--- config.mk ---
export PLATFORM = sky130hd
export DESIGN_NAME = prog_clk_div
export DESIGN_NICKNAME = d
export VERILOG_FILES = /design/src/rtl/prog_clk_div_pkg.sv /design/src/rtl/div_shadow_reg.sv /design/src/rtl/prog_clk_div.sv
export SDC_FILE = /design/constraint.sdc
export NUM_CORES = 1
export LEC_CHECK = 0
export CORE_UTILIZATION = 40
export DETAILED_ROUTE_END_ITERATION = 8
export SLEW_MARGIN = 0
export SYNTH_ARGS = -nofsm -noshare
export SYNTH_HDL_FRONTEND = slang
export SYNTH_SLANG_ARGS = --single-unit
--- constraint.sdc ---
create_clock -name clk -period 6.05 [get_ports clk]
set_input_delay 1.21 -clock clk [delete_from_list [all_inputs] [get_ports clk]]
set_output_delay 1.21 -clock clk [all_outputs]
set_load 0.005 [all_outputs]
--- src/rtl/prog_clk_div_pkg.sv ---
// Shared types and constants for the programmable clock divider.
package prog_clk_div_pkg;

  typedef enum logic {IDLE, PENDING} pcd_state_t;

  localparam int unsigned MIN_DIV = 2;

endpackage

--- src/rtl/div_shadow_reg.sv ---
// Divisor load handshake: clamps and captures a requested divisor, then holds it
// pending until the counter applies it.
module div_shadow_reg
  import prog_clk_div_pkg::*;
#(
  parameter int unsigned WIDTH = 16
) (
  input  logic             clk,
  input  logic             rst_n,
  input  logic [WIDTH-1:0] div_i,
  input  logic             div_valid,
  input  logic             apply_i,
  output logic             div_ready,
  output logic             pending_o,
  output logic [WIDTH-1:0] div_shadow_o
);

  pcd_state_t       state_q, state_d;
  logic [WIDTH-1:0] shadow_q, shadow_d;

  always_ff @(posedge clk or negedge rst_n) begin
    if (!rst_n) begin
      state_q  <= IDLE;
      shadow_q <= WIDTH'(MIN_DIV);
    end else begin
      state_q  <= state_d;
      shadow_q <= shadow_d;
    end
  end

  always_comb begin
    state_d  = state_q;
    shadow_d = shadow_q;
    unique case (state_q)
      IDLE: begin
        if (div_valid) begin
          // Divisors below the minimum would never wrap cleanly; store the minimum.
          shadow_d = (div_i < WIDTH'(MIN_DIV)) ? WIDTH'(MIN_DIV) : div_i;
          state_d  = PENDING;
        end
      end
      PENDING: begin
        if (apply_i) state_d = IDLE;
      end
      default: state_d = IDLE;
    endcase
  end

  assign div_ready    = (state_q == IDLE);
  assign pending_o    = (state_q == PENDING);
  assign div_shadow_o = shadow_q;

endmodule

--- src/rtl/prog_clk_div.sv ---
// Programmable modulo counter / clock divider with glitch-free divisor reload.
// Optional synchronous clear port enabled by defining PCD_SYNC_CLR_EN.
module prog_clk_div
  import prog_clk_div_pkg::*;
#(
  parameter int unsigned WIDTH       = 16,
  parameter int unsigned DEFAULT_DIV = 10
) (
  input  logic             clk,
  input  logic             rst_n,
  input  logic             en,
  input  logic [WIDTH-1:0] div_i,
  input  logic             div_valid,
  output logic             div_ready,
  output logic [WIDTH-1:0] cont,
  output logic             tick,
  output logic             clk_div
`ifdef PCD_SYNC_CLR_EN
  ,
  input  logic             clr
`endif
);

  logic [WIDTH-1:0] cont_q, cont_d;
  logic [WIDTH-1:0] div_q, div_d;
  logic [WIDTH-1:0] div_shadow;
  logic             tick_q, tick_d;
  logic             clk_div_q, clk_div_d;
  logic             pending, apply, wrap, clr_w;

`ifdef PCD_SYNC_CLR_EN
  assign clr_w = clr;
`else
  assign clr_w = 1'b0;
`endif

  div_shadow_reg #(
    .WIDTH(WIDTH)
  ) u_div_shadow_reg (
    .clk         (clk),
    .rst_n       (rst_n),
    .div_i       (div_i),
    .div_valid   (div_valid),
    .apply_i     (apply),
    .div_ready   (div_ready),
    .pending_o   (pending),
    .div_shadow_o(div_shadow)
  );

  always_comb begin
    wrap      = en && (cont_q == (div_q - 1'b1));
    // A pending divisor lands on a wrap, immediately when idle-disabled, or on clear.
    apply     = pending && (clr_w || !en || wrap);
    div_d     = apply ? div_shadow : div_q;
    cont_d    = cont_q;
    tick_d    = 1'b0;
    clk_div_d = clk_div_q;
    if (clr_w) begin
      cont_d    = '0;
      clk_div_d = 1'b0;
    end else if (apply && !en) begin
      cont_d    = '0;
      clk_div_d = 1'b0;
    end else if (en) begin
      cont_d    = wrap ? '0 : cont_q + 1'b1;
      tick_d    = wrap;
      // Derived from next-state values so the edge lines up with cont.
      clk_div_d = (cont_d >= (div_d >> 1));
    end
  end

  always_ff @(posedge clk or negedge rst_n) begin
    if (!rst_n) begin
      cont_q    <= '0;
      div_q     <= WIDTH'(DEFAULT_DIV);
      tick_q    <= 1'b0;
      clk_div_q <= 1'b0;
    end else begin
      cont_q    <= cont_d;
      div_q     <= div_d;
      tick_q    <= tick_d;
      clk_div_q <= clk_div_d;
    end
  end

  assign cont    = cont_q;
  assign tick    = tick_q;
  assign clk_div = clk_div_q;

endmodule

* Yosys cells after proc, flatten, opt, wreduce, memory -nomap -nowiden
Index checks and enable logic that the tools add are counted.
** Word-level totals
- Bits in registers :: 51
- Input bits :: 20
- Word-level logic and storage cells :: 32
** Operators by class
- $add $sub $neg :: 2
- Magnitude comparators :: 2
- Eq/ne operators :: 1
- Multiplexer cells :: 12
- Bitwise gates (word level) :: 1
- Reductions and logical operators :: 7
** Operator list (count)
- $mux W16 :: 5
- $add A16 B1 Y16 const B :: 1
- $eq A16 B16 Y1 :: 1
- $ge A16 B15 Y1 :: 1
- $lt A16 B2 Y1 const B :: 1
- $sub A16 B1 Y16 const B :: 1
- $mux W1 :: 6
- $logic_and A1 B1 Y1 :: 3
- $pmux W1 S2 :: 1
- $reduce_and A2 Y1 :: 1
- $reduce_bool A2 Y1 :: 1
- $logic_not A1 Y1 :: 1
- $logic_or A1 B1 Y1 :: 1
- $not A1 Y1 :: 1

* Logic depth before layout (Yosys ltp)
Gate-level depths: netlist of run 1.
- Depth after elaboration :: 9
- Gate-level depth with buffers :: 18
- Gate-level depth less buffers :: 17

* By module
From an unflattened synthesis of run 1, not the netlist that was laid out.
** Unflattened totals
- Cell total of the unflattened synthesis :: 434
- Area, all modules :: 3828.7 µm²
** By module, submodules not included
- prog_clk_div :: times used 1, cells an instance 389, area an instance 3105.5 µm², sequential area each 853.3 µm²
- div_shadow_reg :: times used 1, cells an instance 45, area an instance 723.2 µm², sequential area each 426.7 µm²

* Least setup slack after synthesis of run 1
OpenSTA, ideal clock, no wires.
- Path kind :: reg2reg
- Start point :: register div_q[8]
- End point :: register clk_div_q, in the netlist clk_div
- Arrival time :: 3861 ps
- Path slack :: 2065 ps
- Stages on the path, launching flop included :: 17
- Buffers on the path :: 1
- Path through :: dfrtp_1 > nor4_4 > nand2_1 > or4_1 > a21oi_1 > nand4_2 > o31ai_4 > buf_4 > mux2_1 > ha_1 > nand2b_1 > a21oi_1 > o21ai_0 > a2111oi_0 > o21ai_0 > o21ai_0 > a21oi_1
** On the way
- Word-level cells in the longest chain between the ends :: 9
** RTL lines
- start, declared :: line prog_clk_div.sv:25 : logic [WIDTH-1:0] div_q, div_d;
- start signal, assigned :: line prog_clk_div.sv:75 : div_q <= WIDTH'(DEFAULT_DIV);
- start signal, assigned :: line prog_clk_div.sv:80 : div_q <= div_d;
- $sub A16 B1 Y16 :: line prog_clk_div.sv:51 : wrap = en && (cont_q == (div_q - 1'b1));
- $eq A16 B16 Y1 :: line prog_clk_div.sv:51
- $logic_and A1 B1 Y1 :: line prog_clk_div.sv:51
- $logic_or A1 B1 Y1 :: line prog_clk_div.sv:53 : apply = pending && (clr_w || !en || wrap);
- $logic_and A1 B1 Y1 :: line prog_clk_div.sv:53
- $mux W16 :: line prog_clk_div.sv:54 : div_d = apply ? div_shadow : div_q;
- net div_d[1] :: line prog_clk_div.sv:25
- $ge A16 B15 Y1 :: line prog_clk_div.sv:68 : clk_div_d = (cont_d >= (div_d >> 1));
- $mux W1 :: line prog_clk_div.sv:64 : end else if (en) begin
- $mux W1 :: line prog_clk_div.sv:61 : end else if (apply && !en) begin
- end signal, assigned :: line prog_clk_div.sv:82 : clk_div_q <= clk_div_d;
- end, declared :: line prog_clk_div.sv:28 : logic clk_div_q, clk_div_d;
The timed path passes the listed nets, and every way through them passes these cells. The select of a mux whose other input is x is not followed.
A chain may end at the register's enable or synchronous reset.

* Worst setup path after layout of run 1
- Start point :: register div_q[8]
- End point :: register clk_div_q, in the netlist clk_div
** On the way
- Word-level cells in the longest chain between the ends :: 9
** RTL lines (line)
- $sub A16 B1 Y16 :: prog_clk_div.sv:51
- $eq A16 B16 Y1 :: prog_clk_div.sv:51
- $logic_and A1 B1 Y1 :: prog_clk_div.sv:51
- $logic_or A1 B1 Y1 :: prog_clk_div.sv:53
- $logic_and A1 B1 Y1 :: prog_clk_div.sv:53
- $mux W16 :: prog_clk_div.sv:54
- $ge A16 B15 Y1 :: prog_clk_div.sv:68
- $mux W1 :: prog_clk_div.sv:64
- $mux W1 :: prog_clk_div.sv:61
Parallel ways exist; a longest one is shown, timed or not. The select of a mux whose other input is x is not followed.

==> flow_metrics.py, run 1 <==
metrics = {
    "run_status": {
        "status": "finished, final reports clean",
    },
    "pwr": {
        "powerDensity_nw_per_um2": 305,
        "peakVddDrop_v": 0.000141,
        "p_total_uw": 1230,
        "p_leak_uw": 0.00167,
    },
    "clock_network": {
        "cts_root_buf": "clkbuf_8",
        "numCtsBuffers": 5,
        "cts_setup_buffers": 0,
        "h-tree-depth": 2,
        "path_clk_slew_ns": 0.10,
        "postCtsHoldBufs": 0,
        "tritoncts": "yes",
        "cts_resized": 0,
        "clkLatencyLatePin_ns": 0.31,
        "clock-sinks": 51,
        "cts_buffer_depth": 2,
    },
    "place": {
        "place_congestion": 0.867,
        "dp_slack_ns": 1.37,
        "dpl-instance-area_um2": 3930,
        "dp_hpwl_mm": 6.01,
        "port_buffers": 38,
    },
    "min_path": {
        "min_to": "div_q[8]",
        "hold_depth": 1,
        "min_from": "u_div_shadow_reg.div_shadow_o[8]",
        "hold_class": "reg -> reg",
    },
    "global_route": {
        "grt_max_degree": 52,
        "grt_overflow_total": 0,
        "grt_pass1_wl_mm": 13.2,
        "met3_usage": 0.0303,
        "grt_use_total": 0.190,
        "grt_util_met1": 0.283,
        "grt_antenna_before_repair": 0,
        "grt_pass1_vias": 2509,
        "grt_most_used_layer": "met2",
        "grtUsageMet2": 0.291,
    },
    "critical_path": {
        "cp.arrival_ns": 4.92,
        "cp.required_ns": 6.24,
        "rrSetupSlack_ns": 1.32,
        "critPathSlowestCell": "or4_1",
        "end_kind": "flip-flop",
        "startpoint_type": "flip-flop",
        "critPathMaxFanout": 22,
        "worst-r2r-cell-count": 15,
        "r2r_end": "clk_div",
        "r2r_start": "div_q[8]",
        "worstSetupPathType": "reg -> reg",
        "cpMostUsedCell": "o21ai_0",
        "critPathMaxStageDelay_ns": 0.53,
        "critical_path.cell_chain": "nor4_4, nand2_1, or4_1, a21oi_1, nand4_2, o31ai_4, buf_4, mux2i_1, ha_1, o21ai_0, a211oi_1, a2111oi_0, o21ai_0, o21ai_0, a21oi_1",
    },
    "timing": {
        "tightestPinTransition_ns": 0.896,
        "finalSetupViolCount": 0,
        "finalMaxSlewViolations": 0,
        "rsz0062_at_grt": "false",
        "setup-tns-final_ns": 0,
        "skew_ns": 0.0113,
        "post-route-period-util": 0.782,
        "maxSlewHeadroom": 0.401,
        "max_freq_mhz": 211,
        "fin_crit_ns": 4.73,
        "hold_viol": 0,
        "layout_setup_ws_ns": 1.32,
    },
    "drt": {
        "wirelength_mm": 7.88,
        "dr.first_iter.drc_count": 102,
        "ant_nets": 0,
        "vias": 2682,
        "wl_per_cell_um": 16.1,
        "drc": 0,
        "via_per_inst": 5.48,
        "firstDrtPassIters": 4,
    },
    "yosys": {
        "yosys_register_bits": 51,
        "synth.avg_cell_area_um2": 9.77,
        "syn_inst": 356,
        "ys_seq_area_frac": 0.368,
        "syn_nets": 393,
        "netlist_area_um2": 3480,
        "synthDistinctLibCells": 53,
        "yosysWarnings": 0,
    },
    "floorplan": {
        "core_area_um2": 8300,
        "fp.dieH_um": 95.2,
        "dieArea_um2": 9070,
        "initial_core_util": 0.419,
        "num_rows": 33,
        "die_x_um": 95.2,
        "ios": 39,
    },
    "layout": {
        "fin_area_um2": 4040,
        "area_growth_pct": 16.0,
        "drive_gt1_frac": 0.0990,
        "finish.utilization": 0.486,
        "nNetsFinal": 420,
        "antenna_cells": 0,
    },
    "flow_run": {
        "drv_cap": 0,
    },
}
[metal layers]
| layer | vias up | wire (µm) |
|---|---|---|
| met1 | 1287 | 3850 |
| met5 | - | 0 |
| met2 | 68 | 3530 |
| met4 | 0 | 70 |
| li1 | 1319 | - |
| met3 | 8 | 424 |
[state kept, by name, indices dropped and copies added, names as in the netlist]
register and count:
cont 16, u_div_shadow_reg.div_shadow_o 16, tick 1, div_q 16, clk_div 1, u_div_shadow_reg.pending_o 1
[power breakdown]
part	internal, µW	switching, µW
clock	124	118
sequential	424	130
combinational	221	215
[worst max path at each step]
stage	cells past startpoint	end	slack, ns	startpoint
final	15	clk_div	1.32	div_q[8]
after global routing	17	clk_div	0.85	div_q[0]
after CTS	15	clk_div	1.30	div_q[8]
after detailed placement	11	clk_div	1.37	en
after global placement	11	clk_div	1.30	en
after floorplan	16	clk_div	2.07	div_q[8]
[cell usage after synthesis, drive strengths merged]
cell	instances	area share
a2111oi	2	0.0050
a211oi	1	0.0022
a21o	3	0.0065
a21oi	7	0.010
a221oi	1	0.0025
a311oi	1	0.0025
a31oi	2	0.0036
a41oi	1	0.0025
and2	1	0.0018
and3	5	0.0090
and4	4	0.010
buf	7	0.013
clkbuf	17	0.018
dfrtp	48	0.35
dfstp	3	0.023
ha	17	0.061
inv	8	0.0086
mux2	29	0.094
mux2i	15	0.043
nand2	25	0.027
nand2b	5	0.0090
nand3	10	0.014
nand3b	2	0.0043
nand4	11	0.022
nand4b	2	0.0050
nor2	25	0.027
nor2b	3	0.0054
nor3	22	0.032
nor3b	1	0.0022
nor4	6	0.017
nor4b	1	0.0043
o211ai	2	0.0043
o21ai	8	0.012
o21bai	1	0.0022
o22a	1	0.0025
o22ai	1	0.0018
o2bb2ai	1	0.0025
o311ai	1	0.0025
o31ai	3	0.010
or2	2	0.0036
or4	2	0.0043
xnor2	20	0.050
xor2	29	0.073
[worst max-delay path: cells and delay by family, from the launching register on]
family                   cells  cell delay (ns)
AO/OA/AOI/OAI                8             1.76
multiplexers                 1             0.35
buffers and inverters        1             0.43
adder cells (fa/ha/maj)      1             0.28
AND/OR/NAND/NOR              4             1.29
flip-flops                   1             0.48
[cell families after synthesis]
| logic type | Yosys count | synth area share |
|---|---|---|
| simple gates | 127 | 0.198 |
| flops | 51 | 0.368 |
| xor+xnor | 49 | 0.123 |
| mux | 44 | 0.137 |
| compound gates | 36 | 0.0727 |
| buf+inv | 32 | 0.0399 |
| fa+ha+maj | 17 | 0.0612 |
[area by class of cell]
| type | count | area [µm²] |
|---|---|---|
| multi-input combinational | 273 | 2060 |
| timing repair buffer | 44 | 420 |
| sequential | 51 | 1280 |
| inverter | 8 | 30.0 |
| tap | 105 | 131 |
| clock inverter | 2 | 37.5 |
| clock buffer | 6 | 72.6 |
| fill | 788 | 4260 |
[stage by stage]
step,cells,hold WS (ns)
6_report,489,0.521
5_1_grt,489,0.573
4_1_cts,489,0.533
3_5_place_dp,481,0.511
3_3_place_gp,481,0.505
2_1_floorplan,356,0.483
[placed cells by master, fill, tap and decap left out, types with 8 or more instances in the layout]
cell / Yosys / routed
mux2i_1: 15 / 15
nand4_1: 10 / 10
mux2_1: 15 / 15
nand2_1: 25 / 25
nand3_1: 10 / 10
clkdlybuf4s50_1: 0 / 37
nor2_1: 25 / 25
mux2_2: 14 / 14
xnor2_1: 20 / 20
ha_1: 17 / 17
nor3_1: 22 / 22
dfrtp_1: 48 / 48
xor2_1: 29 / 29
inv_1: 8 / 8
No activity file was read; power rests on OpenSTA's default activity.
==> inputs of run 2 (changes only) <==
- clock period: 6.05 -> 4.16 ns (I/O delays scaled with it)
==> flow_metrics.py, run 2 (synthesis gave the netlist of run 1 again) <==
metrics = {
    "clock_network": {
        "cts_buffer_depth": 2,
        "clock-sinks": 51,
        "h-tree-depth": 2,
        "path_clk_slew_ns": 0.10,
        "postCtsHoldBufs": 0,
        "cts_root_buf": "clkbuf_8",
        "tritoncts": "yes",
        "clkLatencyLatePin_ns": 0.30,
        "numCtsBuffers": 5,
    },
    "layout": {
        "nNetsFinal": 458,
        "drive_gt1_frac": 0.213,
        "mostFrequentLayoutCells": "dfrtp_1 (47), buf_4 (39), clkdlybuf4s50_1 (37), xor2_1 (29)",
        "antenna_cells": 0,
        "fin_area_um2": 4430,
        "area_growth_pct": 27.3,
        "final_common_cell": "dfrtp_1",
    },
    "floorplan": {
        "fp.dieH_um": 95.2,
        "dieArea_um2": 9070,
        "num_rows": 33,
        "initial_core_util": 0.419,
        "die_x_um": 95.2,
        "core_area_um2": 8300,
        "ios": 39,
    },
    "timing": {
        "maxSlewHeadroom": 0.408,
        "skew_ns": 0.00640,
        "fin_crit_ns": 3.95,
        "whs_ns": 0.536,
        "finalMaxSlewViolations": 0,
        "hold_viol": 0,
        "finalSetupViolCount": 0,
        "tightestPinTransition_ns": 0.884,
        "setup-tns-final_ns": 0,
        "post-route-period-util": 0.948,
        "max_freq_mhz": 253,
    },
    "critical_path": {
        "worstSetupPathType": "reg -> reg",
        "end_kind": "flip-flop",
        "cp.required_ns": 4.36,
        "critPathMaxFanout": 3,
        "worst-r2r-cell-count": 16,
        "startpoint_type": "flip-flop",
        "cp.arrival_ns": 4.14,
    },
    "drt": {
        "ant_nets": 0,
        "wl_per_cell_um": 16.3,
        "drc": 0,
        "firstDrtPassIters": 4,
        "via_per_inst": 5.48,
        "vias": 2886,
        "wirelength_mm": 8.57,
        "dr.first_iter.drc_count": 121,
    },
    "min_path": {
        "hold_depth": 1,
        "hold_class": "reg -> reg",
    },
    "place": {
        "place_congestion": 0.852,
        "port_buffers": 38,
        "dpl-instance-area_um2": 4140,
        "dp_hpwl_mm": 6.50,
    },
    "run_status": {
        "status": "finished, final reports clean",
    },
    "pwr": {
        "p_leak_uw": 0.00189,
        "p_total_uw": 1940,
        "powerDensity_nw_per_um2": 438,
        "peakVddDrop_v": 0.000184,
    },
    "global_route": {
        "grt_overflow_total": 0,
        "grt_pass1_wl_mm": 14.2,
        "grt_antenna_before_repair": 0,
        "grt_max_degree": 52,
        "grt_pass1_vias": 2805,
        "grt_use_total": 0.204,
    },
    "flow_run": {
        "drv_cap": 0,
    },
}
run 2: worst paths after layout:
| kind | slack, ns | to | startpoint |
|---|---|---|---|
| hold reg to reg | 0.54 | div_q[11] | u_div_shadow_reg.div_shadow_o[11] |
| max in group asynchronous | 3.05 | div_q[0] | rst_n |
| setup reg to reg | 0.21 | clk_div | div_q[10] |
| hold / removal | 0.54 | div_q[11] | u_div_shadow_reg.div_shadow_o[11] |
| min in group asynchronous | 0.63 | u_div_shadow_reg.div_shadow_o[10] | rst_n |
| setup / recovery | 0.21 | clk_div | div_q[10] |
run 2: what timing repair did:
action,4_1_cts,5_1_grt
buffers inserted,0,10
setup endpoints to repair,1,1
pin swaps,0,11
gates resized for setup,4,24
run 2: critical path: stages, from the launching register on:
cell       delay [ns]
dfrtp_1          0.42
nor4_4           0.33
nand2_1          0.12
or4_4            0.54
a21oi_2          0.16
nand4_2          0.16
o31ai_4          0.30
buf_6            0.15
mux2_4           0.30
ha_1             0.28
nand2b_1         0.14
a21oi_1          0.18
o21ai_2          0.10
a2111oi_4        0.39
o21ai_2          0.09
o21ai_1          0.12
a21oi_1          0.05
run 2: power by group:
group | switching, µW | internal, µW
Combinational | 439 | 431
Clock | 181 | 122
Sequential | 148 | 618
run 2: layer usage:
| metal | vias up | track usage | routed length [µm] |
|---|---|---|---|
| met5 | - | 0 | 0 |
| met1 | 1410 | 0.297 | 4300 |
| li1 | 1399 | - | - |
| met4 | 0 | 0.0568 | 72 |
| met2 | 71 | 0.308 | 3830 |
| met3 | 6 | 0.0351 | 361 |
run 2: cell type report:
cell class	instances	area [µm²]
fill	760	3870
inverter	8	30.0
timing repair buffer	82	733
sequential	51	1280
clock buffer	6	72.6
tap	105	131
multi-input combinational	273	2160
clock inverter	2	16.3
run 2: per-stage QoR:
step           worst slack [ns]  utilization  std cells
3_3_place_gp            0.00240        0.498        509
2_1_floorplan             0.175            -        356
5_1_grt                -0.00252        0.533        527
4_1_cts                  0.0224        0.511        517
3_5_place_dp            -0.0325        0.498        509
6_report                  0.215        0.533        527
